[config.mk]
export PLATFORM = sky130hd
export DESIGN_NAME = pipeline_ctrl_flat
export DESIGN_NICKNAME = d
export VERILOG_FILES = /design/src/rtl/mips32_pkg.sv /design/src/rtl/pipeline_ctrl_if.sv /design/src/rtl/mdu_busy_timer.sv /design/src/rtl/pipeline_ctrl.sv /design/src/flat_wrapper.sv
export SDC_FILE = /design/constraint.sdc
export NUM_CORES = 1
export LEC_CHECK = 0
export CAP_MARGIN = 20
export CORE_MARGIN = 4
export CORE_UTILIZATION = 39
export DETAILED_ROUTE_END_ITERATION = 10
export PLACE_DENSITY = 0.78
export SYNTH_ARGS = -nofsm -noshare
export SYNTH_HDL_FRONTEND = slang
export SYNTH_SLANG_ARGS = --single-unit
export TNS_END_PERCENT = 30
[constraint.sdc]
create_clock -name clk -period 3.8 [get_ports clk]
set_input_delay 1.14 -clock clk [delete_from_list [all_inputs] [get_ports clk]]
set_output_delay 1.14 -clock clk [all_outputs]
set_load 0.02 [all_outputs]
[src/rtl/mips32_pkg.sv]
// Shared mips32 pipeline constants and the hazard controller state type.
package mips32_pkg;

    localparam int          REG_W    = 5;
    localparam logic [4:0]  REG_ZERO = 5'd0;
    localparam logic [31:0] NOP_INST = 32'h0000_0000;

    typedef enum logic {
        RUN      = 1'b0,
        MDU_WAIT = 1'b1
    } ctrl_state_t;

endpackage

[src/rtl/pipeline_ctrl_if.sv]
// Datapath <-> hazard controller bundle: ID/EX hazard inputs and pipeline register controls.
interface pipeline_ctrl_if #(
    parameter int REG_W = mips32_pkg::REG_W
);
    logic [REG_W-1:0] id_rs;
    logic [REG_W-1:0] id_rt;
    logic             id_uses_rt;
    logic             id_jump;
    logic             id_mdu_start;
    logic             id_mdu_read;
    logic [REG_W-1:0] ex_rt;
    logic             ex_mem_read;
    logic             ex_branch_taken;
    logic             pc_we;
    logic             if_id_we;
    logic             if_id_flush;
    logic             id_ex_flush;
    logic             mdu_busy;

    // Datapath side: reports decoded fields, consumes controls.
    modport master (
        output id_rs, id_rt, id_uses_rt, id_jump, id_mdu_start, id_mdu_read,
               ex_rt, ex_mem_read, ex_branch_taken,
        input  pc_we, if_id_we, if_id_flush, id_ex_flush, mdu_busy
    );

    modport slave (
        input  id_rs, id_rt, id_uses_rt, id_jump, id_mdu_start, id_mdu_read,
               ex_rt, ex_mem_read, ex_branch_taken,
        output pc_we, if_id_we, if_id_flush, id_ex_flush, mdu_busy
    );
endinterface

[src/rtl/mdu_busy_timer.sv]
// Tracks the multi-cycle mult/div busy window: RUN while idle, MDU_WAIT for MDU_LAT cycles after start.
module mdu_busy_timer
    import mips32_pkg::*;
#(
    parameter int MDU_LAT = 32
) (
    input  logic clk,
    input  logic rst,
    input  logic start,
    output logic busy
);
    localparam int               CNT_W    = $clog2(MDU_LAT + 1);
    localparam logic [CNT_W-1:0] LAT_INIT = CNT_W'(MDU_LAT);
    localparam logic [CNT_W-1:0] CNT_ONE  = CNT_W'(1);

    ctrl_state_t      state_q, state_d;
    logic [CNT_W-1:0] cnt_q, cnt_d;

    always_ff @(posedge clk) begin
        if (rst) begin
            state_q <= RUN;
            cnt_q   <= '0;
        end else begin
            state_q <= state_d;
            cnt_q   <= cnt_d;
        end
    end

    // Start is only ever presented in RUN: a start while busy is stalled upstream.
    always_comb begin
        state_d = state_q;
        cnt_d   = cnt_q;
        case (state_q)
            RUN: begin
                if (start) begin
                    cnt_d   = LAT_INIT;
                    state_d = MDU_WAIT;
                end
            end
            MDU_WAIT: begin
                cnt_d = cnt_q - CNT_ONE;
                if (cnt_q == CNT_ONE) state_d = RUN;
            end
            default: begin
                state_d = RUN;
                cnt_d   = '0;
            end
        endcase
    end

    always_comb begin
        busy = (state_q == MDU_WAIT);
    end

endmodule

[src/rtl/pipeline_ctrl.sv]
// mips32 hazard/sequencing controller: load-use, branch, jump and MDU stalls/flushes.
// Define PIPELINE_CTRL_PERF_EN to add stall_cycles / flush_cycles performance counters.
module pipeline_ctrl
    import mips32_pkg::*;
#(
    parameter int MDU_LAT = 32,
    parameter int REG_W   = mips32_pkg::REG_W
) (
    input  logic                 clk,
    input  logic                 rst,
    pipeline_ctrl_if.slave       bus
`ifdef PIPELINE_CTRL_PERF_EN
    ,
    output logic [31:0]          stall_cycles,
    output logic [31:0]          flush_cycles
`endif
);
    logic [REG_W-1:0] id_rs, id_rt, ex_rt;
    logic             timer_busy, mdu_busy;
    logic             load_use, mdu_hz, stall, mdu_accept;
    logic             pc_we, if_id_we, if_id_flush, id_ex_flush;

    assign id_rs = bus.id_rs;
    assign id_rt = bus.id_rt;
    assign ex_rt = bus.ex_rt;

    mdu_busy_timer #(.MDU_LAT(MDU_LAT)) u_timer (
        .clk   (clk),
        .rst   (rst),
        .start (mdu_accept),
        .busy  (timer_busy)
    );

    // Busy is forced low for the whole reset window, including the first reset cycle.
    assign mdu_busy = timer_busy && !rst;

    assign load_use = bus.ex_mem_read && (ex_rt != REG_W'(REG_ZERO)) &&
                      ((ex_rt == id_rs) || (bus.id_uses_rt && (ex_rt == id_rt)));
    assign mdu_hz   = mdu_busy && (bus.id_mdu_read || bus.id_mdu_start);
    assign stall    = load_use || mdu_hz;

    assign mdu_accept = bus.id_mdu_start && !stall && !bus.ex_branch_taken && !rst;

    always_comb begin
        pc_we       = 1'b1;
        if_id_we    = 1'b1;
        if_id_flush = 1'b0;
        id_ex_flush = 1'b0;
        if (rst) begin
            pc_we       = 1'b0;
            if_id_we    = 1'b0;
            if_id_flush = 1'b1;
            id_ex_flush = 1'b1;
        end else if (bus.ex_branch_taken) begin
            if_id_flush = 1'b1;
            id_ex_flush = 1'b1;
        end else if (stall) begin
            pc_we       = 1'b0;
            if_id_we    = 1'b0;
            id_ex_flush = 1'b1;
        end else if (bus.id_jump) begin
            if_id_flush = 1'b1;
        end
    end

    assign bus.pc_we       = pc_we;
    assign bus.if_id_we    = if_id_we;
    assign bus.if_id_flush = if_id_flush;
    assign bus.id_ex_flush = id_ex_flush;
    assign bus.mdu_busy    = mdu_busy;

`ifdef PIPELINE_CTRL_PERF_EN
    always_ff @(posedge clk) begin
        if (rst) begin
            stall_cycles <= '0;
            flush_cycles <= '0;
        end else begin
            if (stall && !bus.ex_branch_taken) stall_cycles <= stall_cycles + 32'd1;
            if (if_id_flush)                   flush_cycles <= flush_cycles + 32'd1;
        end
    end
`endif

endmodule

[src/flat_wrapper.sv]
// flat-port wrapper written by rule: the top's interface ports become plain ports
module pipeline_ctrl_flat import mips32_pkg::*;
#(
    parameter int MDU_LAT = 32,
    parameter int REG_W   = mips32_pkg::REG_W
)
  (clk, rst, bus_id_rs, bus_id_rt, bus_id_uses_rt, bus_id_jump, bus_id_mdu_start, bus_id_mdu_read, bus_ex_rt, bus_ex_mem_read, bus_ex_branch_taken, bus_pc_we, bus_if_id_we, bus_if_id_flush, bus_id_ex_flush, bus_mdu_busy);
  pipeline_ctrl_if #(.REG_W(REG_W)) bus_i ();
  input  logic clk;
  input  logic rst;
  input wire logic [$bits(bus_i.id_rs)-1:0] bus_id_rs;
  input wire logic [$bits(bus_i.id_rt)-1:0] bus_id_rt;
  input wire logic [$bits(bus_i.id_uses_rt)-1:0] bus_id_uses_rt;
  input wire logic [$bits(bus_i.id_jump)-1:0] bus_id_jump;
  input wire logic [$bits(bus_i.id_mdu_start)-1:0] bus_id_mdu_start;
  input wire logic [$bits(bus_i.id_mdu_read)-1:0] bus_id_mdu_read;
  input wire logic [$bits(bus_i.ex_rt)-1:0] bus_ex_rt;
  input wire logic [$bits(bus_i.ex_mem_read)-1:0] bus_ex_mem_read;
  input wire logic [$bits(bus_i.ex_branch_taken)-1:0] bus_ex_branch_taken;
  output wire logic [$bits(bus_i.pc_we)-1:0] bus_pc_we;
  output wire logic [$bits(bus_i.if_id_we)-1:0] bus_if_id_we;
  output wire logic [$bits(bus_i.if_id_flush)-1:0] bus_if_id_flush;
  output wire logic [$bits(bus_i.id_ex_flush)-1:0] bus_id_ex_flush;
  output wire logic [$bits(bus_i.mdu_busy)-1:0] bus_mdu_busy;
  assign bus_i.id_rs = bus_id_rs;
  assign bus_i.id_rt = bus_id_rt;
  assign bus_i.id_uses_rt = bus_id_uses_rt;
  assign bus_i.id_jump = bus_id_jump;
  assign bus_i.id_mdu_start = bus_id_mdu_start;
  assign bus_i.id_mdu_read = bus_id_mdu_read;
  assign bus_i.ex_rt = bus_ex_rt;
  assign bus_i.ex_mem_read = bus_ex_mem_read;
  assign bus_i.ex_branch_taken = bus_ex_branch_taken;
  assign bus_pc_we = bus_i.pc_we;
  assign bus_if_id_we = bus_i.if_id_we;
  assign bus_if_id_flush = bus_i.if_id_flush;
  assign bus_id_ex_flush = bus_i.id_ex_flush;
  assign bus_mdu_busy = bus_i.mdu_busy;
  pipeline_ctrl #(.MDU_LAT(MDU_LAT), .REG_W(REG_W)) u_core (.clk(clk), .rst(rst), .bus(bus_i));
endmodule
==> results.ini, run 1 <==
[status]
status = completed

[global_route]
grt_pass1_vias = 620
grt.busiest_layer = met2
grt_pass1_wl_um = 2600
met1_usage_pct = 19.8
grt.met2_usage_pct = 30.8
grt_max_degree = 12
antenna_found_initial = 0
gr-usage-met3_pct = 5.86
track_usage_pct = 17.2
overflow = 0

[power]
p_total_mw = 0.259
leakage_nw = 0.421
power_switching_mw = 0.0834
power.density_mw_per_mm2 = 265
pwr-share-comb_pct = 37.7
power.internal_mw = 0.175
ir_worst_vdd_uv = 193
p_clk_share_pct = 27.9
switching_share_pct = 32.2
seqPwrFrac_pct = 34.5

[sta]
tightest_slew_ns = 0.411
fin_crit_ns = 3.72
max_freq_mhz = 269
finalMaxSlewViolations = 0
finalCritPeriodShare_pct = 98.0
hold_slack_ns = 0.542
slew_headroom_pct = 72.2
skew_ns = 0.0101
rsz0062_at_grt = no
finalSetupViolCount = 0
hold_viol_final = 0
totalNegativeSetupSlack_ns = 0

[cts]
numCtsBuffers = 3
cts-root-buf = clkbuf_4
cts_tree = built
clock_latency_ns = 0.26
cts_hold_buf = 0
htreeDepth = 1
clockBufferDepth = 2
clkSinkCount = 7
cts.clk_slew.worst_paths_ns = 0.06

[logic_synthesis]
synth_area_leaders = dfxtp_1, xor2_1, xnor2_1, ha_1, inv_1
syn_avg_cell_area_um2 = 8.50
synth_fp_nets = 92
synth_largest_area_cell = dfxtp_1
syn_area_um2 = 569
ys_ff_latch = 7
ys_types = 28
netlist_instances = 67
synth_top_area_share_pct = 24.6
yosys_warnings = 0
seq_area_frac_synth_pct = 24.6

[worst_hold_path]
hold_class = flip-flop to flip-flop
holdCritStartpoint = u_core.u_timer.cnt_q[4]
hold-path-cell-count = 1
hold_end = u_core.u_timer.cnt_q[4]

[worst_setup_path]
critical_path.startpoint_type = input pin
r2r_start = u_core.u_timer.busy
r2r_setup_slack_ns = 2.37
worst-path-max-fanout = 3
reg2reg_depth = 4
critical_path.endpoint_type = output pin
r2r_end = u_core.u_timer.cnt_q[5]
crit_type = input pin to output pin
worstPathRequired_ns = 2.66
arrival_ns = 2.58

[placed_design]
dp_cells = 115
postPlaceCellArea_um2 = 915
io_buffers = 27
dp_hpwl_um = 1300
gp_congestion = 0.778

[drt]
postRouteAntennaNets = 0
wl_per_cell_um = 13.9
drt-total-wl_um = 1680
drc = 0
vias = 669
avgViaCountPerCell = 5.53
dr.pass1.iters = 4
drtIter0Drc = 27

[die]
ios = 28
rows = 13
chipHeight_um = 46.2
core-area_mm2 = 0.00133
die-area_mm2 = 0.00213
initial_core_util_pct = 42.7
die_w_um = 46.2

[layout]
final_layout_size_suffix_gt1_share_pct = 28.3
fin_nets = 132
stdcell_count = 121
diodes = 0
final_cell_area_um2 = 975
area_delta_synth_final_pct = 71.2

[run]
maxCapViolations = 0

cell families after synthesis:
group,after synthesis,share of synthesized area [%]
buf+inv,9,6.59
flops,7,24.6
fa+ha+maj,2,4.39
xor+xnor,13,20.0
simple gates,18,19.3
compound gates,18,25.1
metal layers:
metal  vias up  share of wire [%]
met1       316                 37
met3         0                6.8
met4         0                  0
met2        30                 56
met5         -                  0
li1        323                  -
state kept, by name, summed over array words and instances, names as in the netlist:
register,cells
u_core.u_timer.busy,1
u_core.u_timer.cnt_q,6
worst max-delay path by stage:
stage,startpoint,to,slack (ns)
detailed placement,bus_ex_rt[3],bus_if_id_we,-0.67
floorplan,bus_ex_rt[0],bus_if_id_flush,0.09
CTS,bus_id_rt[2],bus_id_ex_flush,-0.005
finish,bus_ex_rt[3],bus_id_ex_flush,0.08
global placement,bus_ex_rt[3],bus_if_id_flush,-0.63
global route,bus_id_rs[3],bus_if_id_we,0.01
power groups by stage:
stage	clock [mW]	combinational [mW]	sequential (mW)
after detailed placement	0	0.0952	0.0904
after floorplan	0	0.0519	0.0867
final	0.0721	0.0975	0.0891
after global routing	0.0780	0.107	0.0901
after global placement	0	0.0934	0.0901
after CTS	0.0730	0.0962	0.0889
cell usage in the layout, fill, tap and decap left out, types with 2 or more instances in the layout:
cell type,Yosys,routed
ha_1,2,2
inv_1,6,6
nor3_1,2,2
a21oi_1,3,2
a41oi_1,2,2
dlymetal6s2s_1,0,3
dlygate4sd2_1,0,5
dfxtp_1,7,7
and3_1,2,2
clkdlybuf4s50_1,0,15
nand3_1,3,2
xnor2_1,4,4
xor2_1,9,9
buf_4,1,13
nor2_1,3,3
o21ai_2,0,2
clkbuf_4,0,3
nand2b_1,3,3
a211oi_1,2,2
layout make-up:
class                      instances  area [um2]
fill                             103         359
clock buffer                       4        26.3
sequential                         7         140
inverter                           6        22.5
multi-input combinational         51         422
tap                               15        18.8
timing repair buffer              38         345
stage by stage:
| step | worst slack [ns] | util, % |
|---|---|---|
| after floorplan | 0.0896 | - |
| after global placement | -0.629 | 68.6 |
| after detailed placement | -0.665 | 68.6 |
| after CTS | -0.00468 | 71.7 |
| after global routing | 0.0102 | 73.1 |
| final | 0.0758 | 73.1 |
critical path, cell delays in order:
cell and delay (ns):
dlygate4sd2_1 0.27, or4_4 0.52, o21ai_2 0.19, buf_4 0.14, or2_4 0.11, nand3_2 0.07, buf_6 0.15
synthesized netlist by cell type, drive strengths merged:
| master | n |
|---|---|
| a211oi | 2 |
| clkbuf | 2 |
| nand3 | 3 |
| inv | 6 |
| o21ai | 4 |
| nand2b | 3 |
| xor2 | 9 |
| a31oi | 1 |
| nor4b | 1 |
| nor3 | 2 |
| a311o | 1 |
| and2 | 1 |
| a41oi | 2 |
| and3 | 2 |
| nor4 | 1 |
| dfxtp | 7 |
| or4 | 1 |
| or2 | 1 |
| ha | 2 |
| buf | 1 |
| nor2 | 3 |
| a21oi | 3 |
| o32ai | 1 |
| o41ai | 1 |
| xnor2 | 4 |
| a311oi | 1 |
| o2111ai | 1 |
| a32oi | 1 |
what timing repair did:
action	in CTS	in global routing
pin swaps	5	3
setup endpoints to repair	4	4
buffers inserted	2	0
gates resized for setup	33	5
(Power assumes the default switching activity.)
==> inputs of run 2 (changes only) <==
CORE_ASPECT_RATIO = 1.25   (was not set)
CORE_UTILIZATION = 35   (was 39)
CTS_CLUSTER_SIZE = 25   (was not set)
PLACE_DENSITY = 0.74   (was 0.78)
clock period = 3.3 ns   (was 3.8 ns; I/O delays follow)
==> run 2 against run 1 <==
  * Global-route usage decreased by 2.0 points
  * Wire length down 8.7%
  * Power rose by 14%
  * Final cell count rose by 5.0%
  * Die area rose by 9.6%
  * Non-clock buffer count rose by 3
  * Clock skew shrank 0.0089 ns
  * Flip-flop and latch count stayed put
  * Highest routed layer is now met4
  * Critical path depth rose by 1
  * First-iteration DRC count shrank 59%
  * Clock power rose by 5.5%
==> results.ini, run 2 (synthesized netlist as in run 1, its figures left out) <==
[sta]
finalMaxSlewViolations = 0  ; unchanged
finalCritPeriodShare_pct = 99.0
rsz0062_at_grt = yes
fin_crit_ns = 3.27
hold_slack_ns = 0.518  ; -0.0236 ns
skew_ns = 0.00121  ; -0.00887 ns
postLayoutSetupSlackWorst_ns = 0.0315  ; -0.0443 ns
hold_viol_final = 0  ; unchanged
max_freq_mhz = 306
tightest_slew_ns = 0.403  ; -0.00799 ns
slew_headroom_pct = 72.8  ; +0.54 points
finalSetupViolCount = 0  ; unchanged

[layout]
fin_nets = 135  ; +2.3%
layout_common_cells = buf_4, xor2_1, clkdlybuf4s50_1, dlygate4sd2_1, dfxtp_1
largest_register = u_core.u_timer.cnt_q
fin_util_pct = 63.8  ; -9.3 points
area_delta_synth_final_pct = 74.9
final_common_cell = buf_4
final_layout_size_suffix_gt1_share_pct = 35.8  ; +7.5 points
diodes = 0  ; unchanged
stdcell_count = 127  ; +5.0%
largest_register_ffs = 6  ; unchanged

[cts]
cts_hold_buf = 0  ; unchanged
clkSinkCount = 7  ; unchanged
numCtsBuffers = 3  ; unchanged
clockBufferDepth = 2  ; unchanged
cts-root-buf = clkbuf_4
cts_tree = built
htreeDepth = 1  ; unchanged
clock_latency_ns = 0.25  ; about the same
cts.clk_slew.worst_paths_ns = 0.05  ; about the same

[run]
maxCapViolations = 0  ; unchanged

[worst_setup_path]
worst-path-max-fanout = 3  ; unchanged
critPathMostFrequentCell = buf_6
critical_path.startpoint_type = input pin
crit_type = input pin to output pin
critical_path.endpoint_type = output pin
slowest_stage = nor4_2
worstPathRequired_ns = 2.31  ; -0.35 ns
slowest_delay_ns = 0.30  ; -0.22 ns
path_cells = buf_8, buf_6, xor2_2, nor4_2, a32oi_2, or2_4, nand3_2, buf_6
arrival_ns = 2.28  ; -0.30 ns

[worst_hold_path]
hold_class = flip-flop to flip-flop

[drt]
dr.pass1.iters = 4  ; unchanged
drt-total-wl_um = 1540  ; -8.7%
avgViaCountPerCell = 5.06  ; -8.6%
vias = 642  ; -4.0%
drtIter0Drc = 11  ; -59%
wl_per_cell_um = 12.1  ; -13%
postRouteAntennaNets = 0  ; unchanged
drc = 0  ; unchanged

[power]
ir_worst_vdd_uv = 119  ; -39%
pwr-share-comb_pct = 39.2  ; +1.5 points
p_total_mw = 0.294  ; +14%
power_switching_mw = 0.0912  ; +9.3%
power.density_mw_per_mm2 = 295  ; +11%
leakage_nw = 0.423  ; +0.56%
switching_share_pct = 31.0  ; -1.2 points
p_clk_share_pct = 25.9  ; -2.0 points
seqPwrFrac_pct = 34.9  ; +0.4 points
power.internal_mw = 0.203  ; +16%

[die]
core-area_mm2 = 0.00156  ; +17%
die-area_mm2 = 0.00234  ; +9.6%
ios = 28  ; unchanged
rows = 16  ; +3
die_w_um = 44.1  ; -4.6%
chipHeight_um = 53.1  ; +15%
initial_core_util_pct = 36.5  ; -6.2 points

[placed_design]
dp_hpwl_um = 1240  ; -5.2%
pre_cts_slack_ns = -0.847  ; -0.181 ns
dp_cells = 121  ; +5.2%
gp_congestion = 0.873  ; +12%
io_buffers = 27  ; unchanged

[global_route]
overflow = 0  ; unchanged
grt_pass1_wl_um = 2630  ; +1.0%
track_usage_pct = 15.1  ; -2.0 points
grt_pass1_vias = 648  ; +4.5%
grt_max_degree = 12  ; unchanged
antenna_found_initial = 0  ; unchanged

[status]
status = completed

-- run 2: cell types whose count changed in the layout (fill, tap and decap cells not counted), moves of 2 or more --
| cell | previous run | this run |
|---|---|---|
| buf_4 | 13 | 15 |
| dlygate4sd2_1 | 5 | 8 |
| buf_2 | 1 | 4 |
| clkdlybuf4s50_1 | 15 | 8 |
| dlymetal6s2s_1 | 3 | 0 |
| clkdlybuf4s15_1 | 0 | 3 |
-- run 2: metal layers --
metal	share of wire [%]	vias to the layer above	GRT usage [%]	wire, um
met5	0	-	0	0
met4	1.8	0	7.54	27
met3	9.0	4	2.72	139
met2	49	29	27.7	752
met1	40	279	16.2	617
li1	-	330	-	-
-- run 2: power groups by stage --
stage                     combinational (mW)  clock (mW)  sequential (mW)
after floorplan                       0.0599           0           0.0998
after global placement                 0.110           0            0.104
after detailed placement               0.113           0            0.104
after CTS                              0.116      0.0794            0.102
after global routing                   0.128      0.0826            0.104
final                                  0.115      0.0761            0.103
-- run 2: what timing repair did --
| item | CTS | global route |
|---|---|---|
| hold endpoints to repair | 0 | 0 |
| pin swaps | 15 | 5 |
| buffers inserted | 2 | 0 |
| gates resized for setup | 61 | 2 |
| endpoints found under the setup margin | 5 | 4 |
-- run 2: worst paths after layout --
kind	from	endpoint	slack (ns)	depth (start not counted)
hold / removal	u_core.u_timer.cnt_q[4]	u_core.u_timer.cnt_q[4]	0.52	1
setup reg to reg	u_core.u_timer.busy	u_core.u_timer.cnt_q[5]	1.88	4
setup / recovery	bus_ex_rt[2]	bus_id_ex_flush	0.03	8
hold reg to reg	u_core.u_timer.cnt_q[4]	u_core.u_timer.cnt_q[4]	0.52	1
-- run 2: final cells by class --
type / instances / area (um2)
fill: 144 / 566
multi-input combinational: 51 / 434
sequential: 7 / 140
timing repair buffer: 41 / 350
clock buffer: 4 / 26.3
inverter: 6 / 22.5
tap: 18 / 22.5
-- run 2: critical path: cells and delay by family --
family                    cells  cell delay (ns)
AOI/OAI and AO/OA             1             0.19
xor gates and xnor gates      1             0.14
buffers and inverters         3             0.31
and+or+nand+nor               3             0.64
-- run 2: stage by stage --
step                      TNS [ns]  instance area [um2]
after global placement       -3.20                  941
final                            0                  996
after CTS                  -0.0101                  991
after global routing       -0.0790                  996
after detailed placement     -3.30                  941
after floorplan             -0.106                  573
